**config.mk**
```make
export PLATFORM = sky130hd
export DESIGN_NAME = regfile_ctx_engine
export DESIGN_NICKNAME = d
export VERILOG_FILES = /design/src/rtl/regfile_ctx_engine.sv
export SDC_FILE = /design/constraint.sdc
export NUM_CORES = 1
export LEC_CHECK = 0
export ABC_AREA = 1
export CAP_MARGIN = 10
export CORE_MARGIN = 8
export CORE_UTILIZATION = 37
export CTS_CLUSTER_DIAMETER = 30
export DETAILED_ROUTE_END_ITERATION = 8
export GPL_ROUTABILITY_DRIVEN = 0
export PLACE_DENSITY = 0.85
export RECOVER_POWER = 50
export SLEW_MARGIN = 15
export SYNTH_ARGS = -nofsm -noshare
export SYNTH_HDL_FRONTEND = slang
export SYNTH_SLANG_ARGS = --single-unit
```
**constraint.sdc**
```tcl
create_clock -name clk_i -period 2.5 [get_ports clk_i]
set_input_delay 0.5 -clock clk_i [delete_from_list [all_inputs] [get_ports clk_i]]
set_output_delay 0.5 -clock clk_i [all_outputs]
set_load 0.03 [all_outputs]
```
**src/rtl/regfile_ctx_engine.sv**
```systemverilog
// Context save/restore master for the 32x32 regfile sbus ports (ALU read port untouched).
// Latency: first save beat one cycle after start; regfile write one cycle after each restore handshake.
// Backpressure: so_valid holds with stable data until so_ready; si_ready high throughout RESTORE.
//
// Ports:
//   clk_i, reset_n_i                   clock (rising edge), asynchronous active-low reset
//   start_i, mode_i, abort_i           command: start (IDLE only), 0=SAVE/1=RESTORE, cancel
//   busy_o, done_o                     status: busy in SAVE/RESTORE/DONE, one-cycle done pulse
//   rf_sbus_select_o, rf_sbus_out_i    regfile read select / combinational read data
//   rf_write_select_o, rf_sbus_in_o    regfile write select (0 = no write) / write data
//   so_data_o, so_valid_o, so_ready_i  save stream (valid/ready)
//   si_data_i, si_valid_i, si_ready_o  restore stream (valid/ready)
module regfile_ctx_engine #(
    parameter int DATA_W    = 32,
    parameter int SEL_W     = 5,
    parameter int FIRST_REG = 1,
    parameter int LAST_REG  = 31
) (
    input  logic              clk_i,
    input  logic              reset_n_i,
    input  logic              start_i,
    input  logic              mode_i,
    input  logic              abort_i,
    output logic              busy_o,
    output logic              done_o,
    output logic [SEL_W-1:0]  rf_sbus_select_o,
    input  logic [DATA_W-1:0] rf_sbus_out_i,
    output logic [SEL_W-1:0]  rf_write_select_o,
    output logic [DATA_W-1:0] rf_sbus_in_o,
    output logic [DATA_W-1:0] so_data_o,
    output logic              so_valid_o,
    input  logic              so_ready_i,
    input  logic [DATA_W-1:0] si_data_i,
    input  logic              si_valid_i,
    output logic              si_ready_o
);

    typedef enum logic [1:0] {
        ST_IDLE,
        ST_SAVE,
        ST_RESTORE,
        ST_DONE
    } state_e;

    localparam logic [SEL_W-1:0] FIRST_SEL = SEL_W'(FIRST_REG);
    localparam logic [SEL_W-1:0] LAST_SEL  = SEL_W'(LAST_REG);

    state_e              state_q, state_d;
    logic [SEL_W-1:0]    idx_q, idx_d;
    logic [SEL_W-1:0]    wsel_q, wsel_d;
    logic [DATA_W-1:0]   wdat_q, wdat_d;

    always_ff @(posedge clk_i or negedge reset_n_i) begin
        if (!reset_n_i) begin
            state_q <= ST_IDLE;
            idx_q   <= '0;
            wsel_q  <= '0;
            wdat_q  <= '0;
        end else begin
            state_q <= state_d;
            idx_q   <= idx_d;
            wsel_q  <= wsel_d;
            wdat_q  <= wdat_d;
        end
    end

    always_comb begin
        state_d = state_q;
        idx_d   = idx_q;
        // Write pulse lasts exactly one cycle unless re-armed by another handshake.
        wsel_d  = '0;
        wdat_d  = '0;
        unique case (state_q)
            ST_IDLE: begin
                if (start_i) begin
                    idx_d   = FIRST_SEL;
                    state_d = mode_i ? ST_RESTORE : ST_SAVE;
                end
            end
            ST_SAVE: begin
                // so_valid is constantly high here, so ready alone completes the beat.
                if (so_ready_i) begin
                    if (idx_q == LAST_SEL) begin
                        state_d = ST_DONE;
                    end else begin
                        idx_d = idx_q + SEL_W'(1);
                    end
                end
            end
            ST_RESTORE: begin
                if (si_valid_i) begin
                    wsel_d = idx_q;
                    wdat_d = si_data_i;
                    if (idx_q == LAST_SEL) begin
                        state_d = ST_DONE;
                    end else begin
                        idx_d = idx_q + SEL_W'(1);
                    end
                end
            end
            ST_DONE: begin
                state_d = ST_IDLE;
                idx_d   = '0;
            end
            default: begin
                state_d = ST_IDLE;
                idx_d   = '0;
            end
        endcase
        // Abort overrides everything, including a handshake in the same cycle.
        if (abort_i) begin
            state_d = ST_IDLE;
            idx_d   = '0;
            wsel_d  = '0;
            wdat_d  = '0;
        end
    end

    assign busy_o            = (state_q != ST_IDLE);
    assign done_o            = (state_q == ST_DONE) && !abort_i;
    assign rf_sbus_select_o  = (state_q == ST_SAVE) ? idx_q : '0;
    assign so_valid_o        = (state_q == ST_SAVE);
    // Gate read data so the stream is quiet outside SAVE.
    assign so_data_o         = (state_q == ST_SAVE) ? rf_sbus_out_i : '0;
    assign si_ready_o        = (state_q == ST_RESTORE);
    assign rf_write_select_o = wsel_q;
    assign rf_sbus_in_o      = wdat_q;

endmodule

```
; Word level (Yosys, flattened, before mapping)
; Cells that the tools add are included.
; W data, S select, Z words.
[classes]
add_sub_neg = 1
eq_ne = 7
reduce_logical = 5
mux = 21
[op_table]
columns = operator, n
row1 = $mux W32, 4
row2 = $mux W5, 9
row3 = $pmux W5 S4, 1
row4 = $mux W2, 6
row5 = $pmux W2 S4, 1
row6 = $ne A3 B3 Y1 const B, 2
row7 = $add A5 B1 Y5 const B, 1
row8 = $eq A5 B5 Y1 const B, 1
row9 = $eq A2 B2 Y1 const B, 2
row10 = $ne A3 B2 Y1 const B, 1
row11 = $reduce_and A3 Y1, 1
row12 = $eq A2 B1 Y1 const B, 1
row13 = $logic_not A2 Y1, 1
row14 = $reduce_bool A2 Y1, 1
row15 = $logic_and A1 B1 Y1, 1
row16 = $logic_not A1 Y1, 1
[totals]
inputBits = 71
regBits = 44
out_inout_bits = 78
word_cells = 38

; Depth between registers and ports, before layout
; Gate-level depths: netlist (run 1).
[logic_depth]
ltp_word = 5
ltp_mapped = 10
depth_no_buf = 10

; Least setup slack after synthesis (run 1)
; OpenSTA, ideal clock, no wires.
[synth_timing]
path_kind = register to output
start = register state_q[1]
end = output port so_data_o[10]
slack_ps = 487
path_buffers = 2
arrival_time_ps = 1513
required_ps = 2000
stages_incl_launch_ff = 7
cell_sequence = dfrtp_1 -> inv_1 -> ha_1 -> buf_2 -> buf_2 -> nand2_1 -> inv_1
[synth_between]
elab_chain_len = 2
[synth_rtl]
columns = element, line
row1 = from (decl), 48  ; state_e state_q, state_d;
row2 = from (signal assigned), 60  ; state_q <= state_d;
row3 = $eq A2 B1 Y1, --
row4 = via so_valid_o, 31  ; output logic so_valid_o,
row5 = $mux W32, 124  ; assign so_data_o = (state_q == ST_SAVE) ? rf_sbus_out_i : '0;
row6 = to (decl), 30  ; output logic [DATA_W-1:0] so_data_o,
; The timed path passes the listed nets, and every way through them passes these cells.

; Worst setup path after layout (run 1)
[layout_timing]
start = register state_q[0]
end = output port busy_o
[layout_between]
elab_chain_len = 1
[layout_rtl]
columns = element, line
row1 = $reduce_bool A2 Y1, 119  ; assign busy_o = (state_q != ST_IDLE);
row2 = to (decl), 24  ; output logic busy_o,
; Every way passes these cells.

==> reports/qor.yml, run 1 <==
rsz_0062_raised_after_global_routing: "false"
dr.first_iter.drc_count: 67
syn-cell-area_mm2: 0.002088
clockRootBuffer: "sky130_fd_sc_hd__clkbuf_8"
fin_skew_ps: 4.010
drv.max_cap_violation_count: 0
hp-class: "in2async"
cts_tree: "yes"
primary_flip_flop_cell_chosen_by_synthesis_mapping: "sky130_fd_sc_hd__dfrtp_1"
grt_use_met1_pct: 16.33
timing.final.crit_period_ps: 2329
fmaxAchievable_ghz: 0.4293
vias_in_the_first_global_route: 2105
synth-seq-area-share_pct: 52.73
synth.net_count: 347
core_region_area_mm2: 0.005473
post-place-cells: 486
setup_viol: 0
cts_repair_resize_count: 0
multiInputGateArea_um2: 609.3
antenna-diode-count: 0
grt_pass1_wl_um: 10500
yosysTopAreaCellShare_pct: 52.73
crit_arrival_ps: 1830
port-buffer-count: 148
gr-max-usage-layer: "met2"
max-vdd-ir-drop_v: 0.0003419
timing.max_slew.rel_slack_pct: 37.82
layout_cells_sized_above_1_pct: 12.11
numClockSinks: 44
synth.area.top_cells: "sky130_fd_sc_hd__dfrtp_1 53%, sky130_fd_sc_hd__inv_1 15%, sky130_fd_sc_hd__nand2_1 11%"
hpwlAfterDp_um: 5236
end_kind: "output pin"
status: "complete, no violations"
power_per_cell_area_mw_per_mm2: 655.9
fillerInstances: 458
postSynthRegisterBits: 44
crit-reg2reg-launch: "idx_q[0]"
synth_edf_count: 0
yosys_warnings: 0
floorplan.die.width_um: 91.13
worst_r2r_path_depth: 9
max_slew_violation_count: 0
share_of_flip_flops_with_an_asynchronous_set_or_reset_pct: 100.0
ctsLongestPathBuffers: 2
total_routing_usage_reported_by_global_routing_pct: 15.28
grt_util_met2_pct: 26.84
finalSetupTns_ps: 0
final_util_pct: 66.37
met3_usage_pct: 6.667
areaGrowthSynthToFinish_pct: 73.94
criticalPathCategory: "reg2out"
register_to_register_path_setup_slack_ps: 590
tritoncts_buffer_count: 5
clk-insertion-delay-late_ps: 280
detail_route.vias_per_cell: 4.156
io-pin-count: 149
grt_max_degree: 40
initial_core_util_pct: 38.16
cts_setup_buffers: 0
timing.critical_path.to: "busy_o"
finalWirelength_um: 6293
synth_cell_types: 18
critPathLaunch: "state_q[0]"
grt-ovfl-total: 0
vias: 2049
layoutNonFillerInstCount: 493
post_cts_hold_buffer_count: 0
num_rows: 27
nNetsFinal: 498
critPathRequiredTime_ps: 2000
path_clk_slew_ps: 80
most-common-layout-cells: "108 x sky130_fd_sc_hd__clkdlybuf4s50_1, 83 x sky130_fd_sc_hd__inv_1, 61 x sky130_fd_sc_hd__nand2_1"
hold_violations: 0
synth_largest_area_cell: "sky130_fd_sc_hd__dfrtp_1"
floorplan_die_height_um: 91.13
leakagePower_nw: 2.120
firstDrtPassIters: 4
register_area_mm2: 0.001101
htree_levels: 2
holdWs_ps: 325.1
synthCells: 270
worst_r2r_endpoint: "idx_q[2]"
critPathMaxFanout: 8
detail-route-antenna-nets: 0
synth.avg_cell_area_um2: 7.734
antenna_found_initial: 0
wl_per_cell_um: 12.76
most_common_cell_after_layout_fill_and_taps_aside: "sky130_fd_sc_hd__clkdlybuf4s50_1"
startpoint_type: "flop"
floorplan.die_area_mm2: 0.008304
timing.final.crit_share_pct: 93.18
drc: 0
tightestPinTransition_ps: 932.7
-- per-layer routing --
layer | part of all wire (%) | vias up
met3 | 10 | 11
met5 | 0 | -
met1 | 39 | 892
li1 | - | 1046
met2 | 50 | 100
met4 | 1.6 | 0
-- Yosys cell counts, types with 2 or more instances --
master	count
sky130_fd_sc_hd__dfrtp_1	44
sky130_fd_sc_hd__buf_2	8
sky130_fd_sc_hd__nand3_1	4
sky130_fd_sc_hd__nand3_2	3
sky130_fd_sc_hd__nand4_1	2
sky130_fd_sc_hd__inv_1	82
sky130_fd_sc_hd__ha_1	6
sky130_fd_sc_hd__o21ai_0	2
sky130_fd_sc_hd__nand2_4	2
sky130_fd_sc_hd__o21ai_1	3
sky130_fd_sc_hd__nand2_1	61
sky130_fd_sc_hd__nor2_1	47
-- cell families after synthesis --
kind of cell               after synthesis  synth area share [%]
DFF                                     44                 52.73
buffers and inverters                   91                 16.84
adders and majority gates                6                 3.595
and+or+nand+nor                        123                 25.40
AOI/OAI and AO/OA                        6                 1.438
-- worst min path at each step --
stage | depth (start not counted) | endpoint | startpoint | slack [ps]
after floorplan | 0 | idx_q[0] | reset_n_i | 200
after global placement | 1 | rf_sbus_in_o[15] | reset_n_i | 440
after detailed placement | 1 | rf_sbus_in_o[20] | reset_n_i | 450
after CTS | 1 | rf_sbus_in_o[20] | reset_n_i | 130
after global routing | 1 | rf_sbus_in_o[24] | reset_n_i | 410
final | 1 | rf_sbus_in_o[20] | reset_n_i | 330
-- area by class of cell --
type | instances | share of cell area, %
timing repair buffer | 152 | 39.61
sequential | 44 | 30.31
multi-input combinational | 135 | 16.78
inverter | 83 | 8.577
tap | 72 | 2.480
clock buffer | 5 | 1.895
clock inverter | 2 | 0.3445
-- stage by stage --
| step | total power [mW] | setup slack [ps] | area [um2] |
|---|---|---|---|
| 6_report | 2.382 | 170.5 | 3632 |
| 5_1_grt | 2.544 | 63.09 | 3632 |
| 4_1_cts | 2.438 | 154.4 | 3669 |
| 3_5_place_dp | 2.023 | 292.9 | 3587 |
| 3_3_place_gp | 2.002 | 289.2 | 3587 |
| 2_1_floorplan | 1.525 | 487.0 | 2088 |
-- state kept, by name, indices dropped and copies added, names as in the netlist --
| register | count |
|---|---|
| idx_q | 5 |
| rf_sbus_in_o | 32 |
| rf_write_select_o | 5 |
| state_q | 2 |
-- worst max-delay path, stage by stage (launching register included) --
cell and delay (ps):
sky130_fd_sc_hd__dfrtp_1 400, sky130_fd_sc_hd__inv_1 80, sky130_fd_sc_hd__ha_1 290, sky130_fd_sc_hd__inv_1 110, sky130_fd_sc_hd__clkdlybuf4s50_1 670
-- power by group --
part / leakage (nW) / switching, mW / internal (mW) / total [mW]
registers: 0.608 / 0.0366 / 0.763 / 0.799
logic: 1.47 / 0.726 / 0.452 / 1.18
clock network: 0.0400 / 0.216 / 0.189 / 0.405
total: 2.12 / 0.979 / 1.40 / 2.38
(Power assumes the default switching activity.)
==> run 2: changes to the inputs <==
--- a/config.mk
+++ b/config.mk
@@ -6,7 +6,7 @@
 export NUM_CORES = 1
 export LEC_CHECK = 0
 export ABC_AREA = 1
-export CAP_MARGIN = 10
+export CAP_MARGIN = 25
 export CORE_MARGIN = 8
 export CORE_UTILIZATION = 37
 export CTS_CLUSTER_DIAMETER = 30
==> results of run 2 <==
Final layout, timing and power as in run 1 (identical DEF).
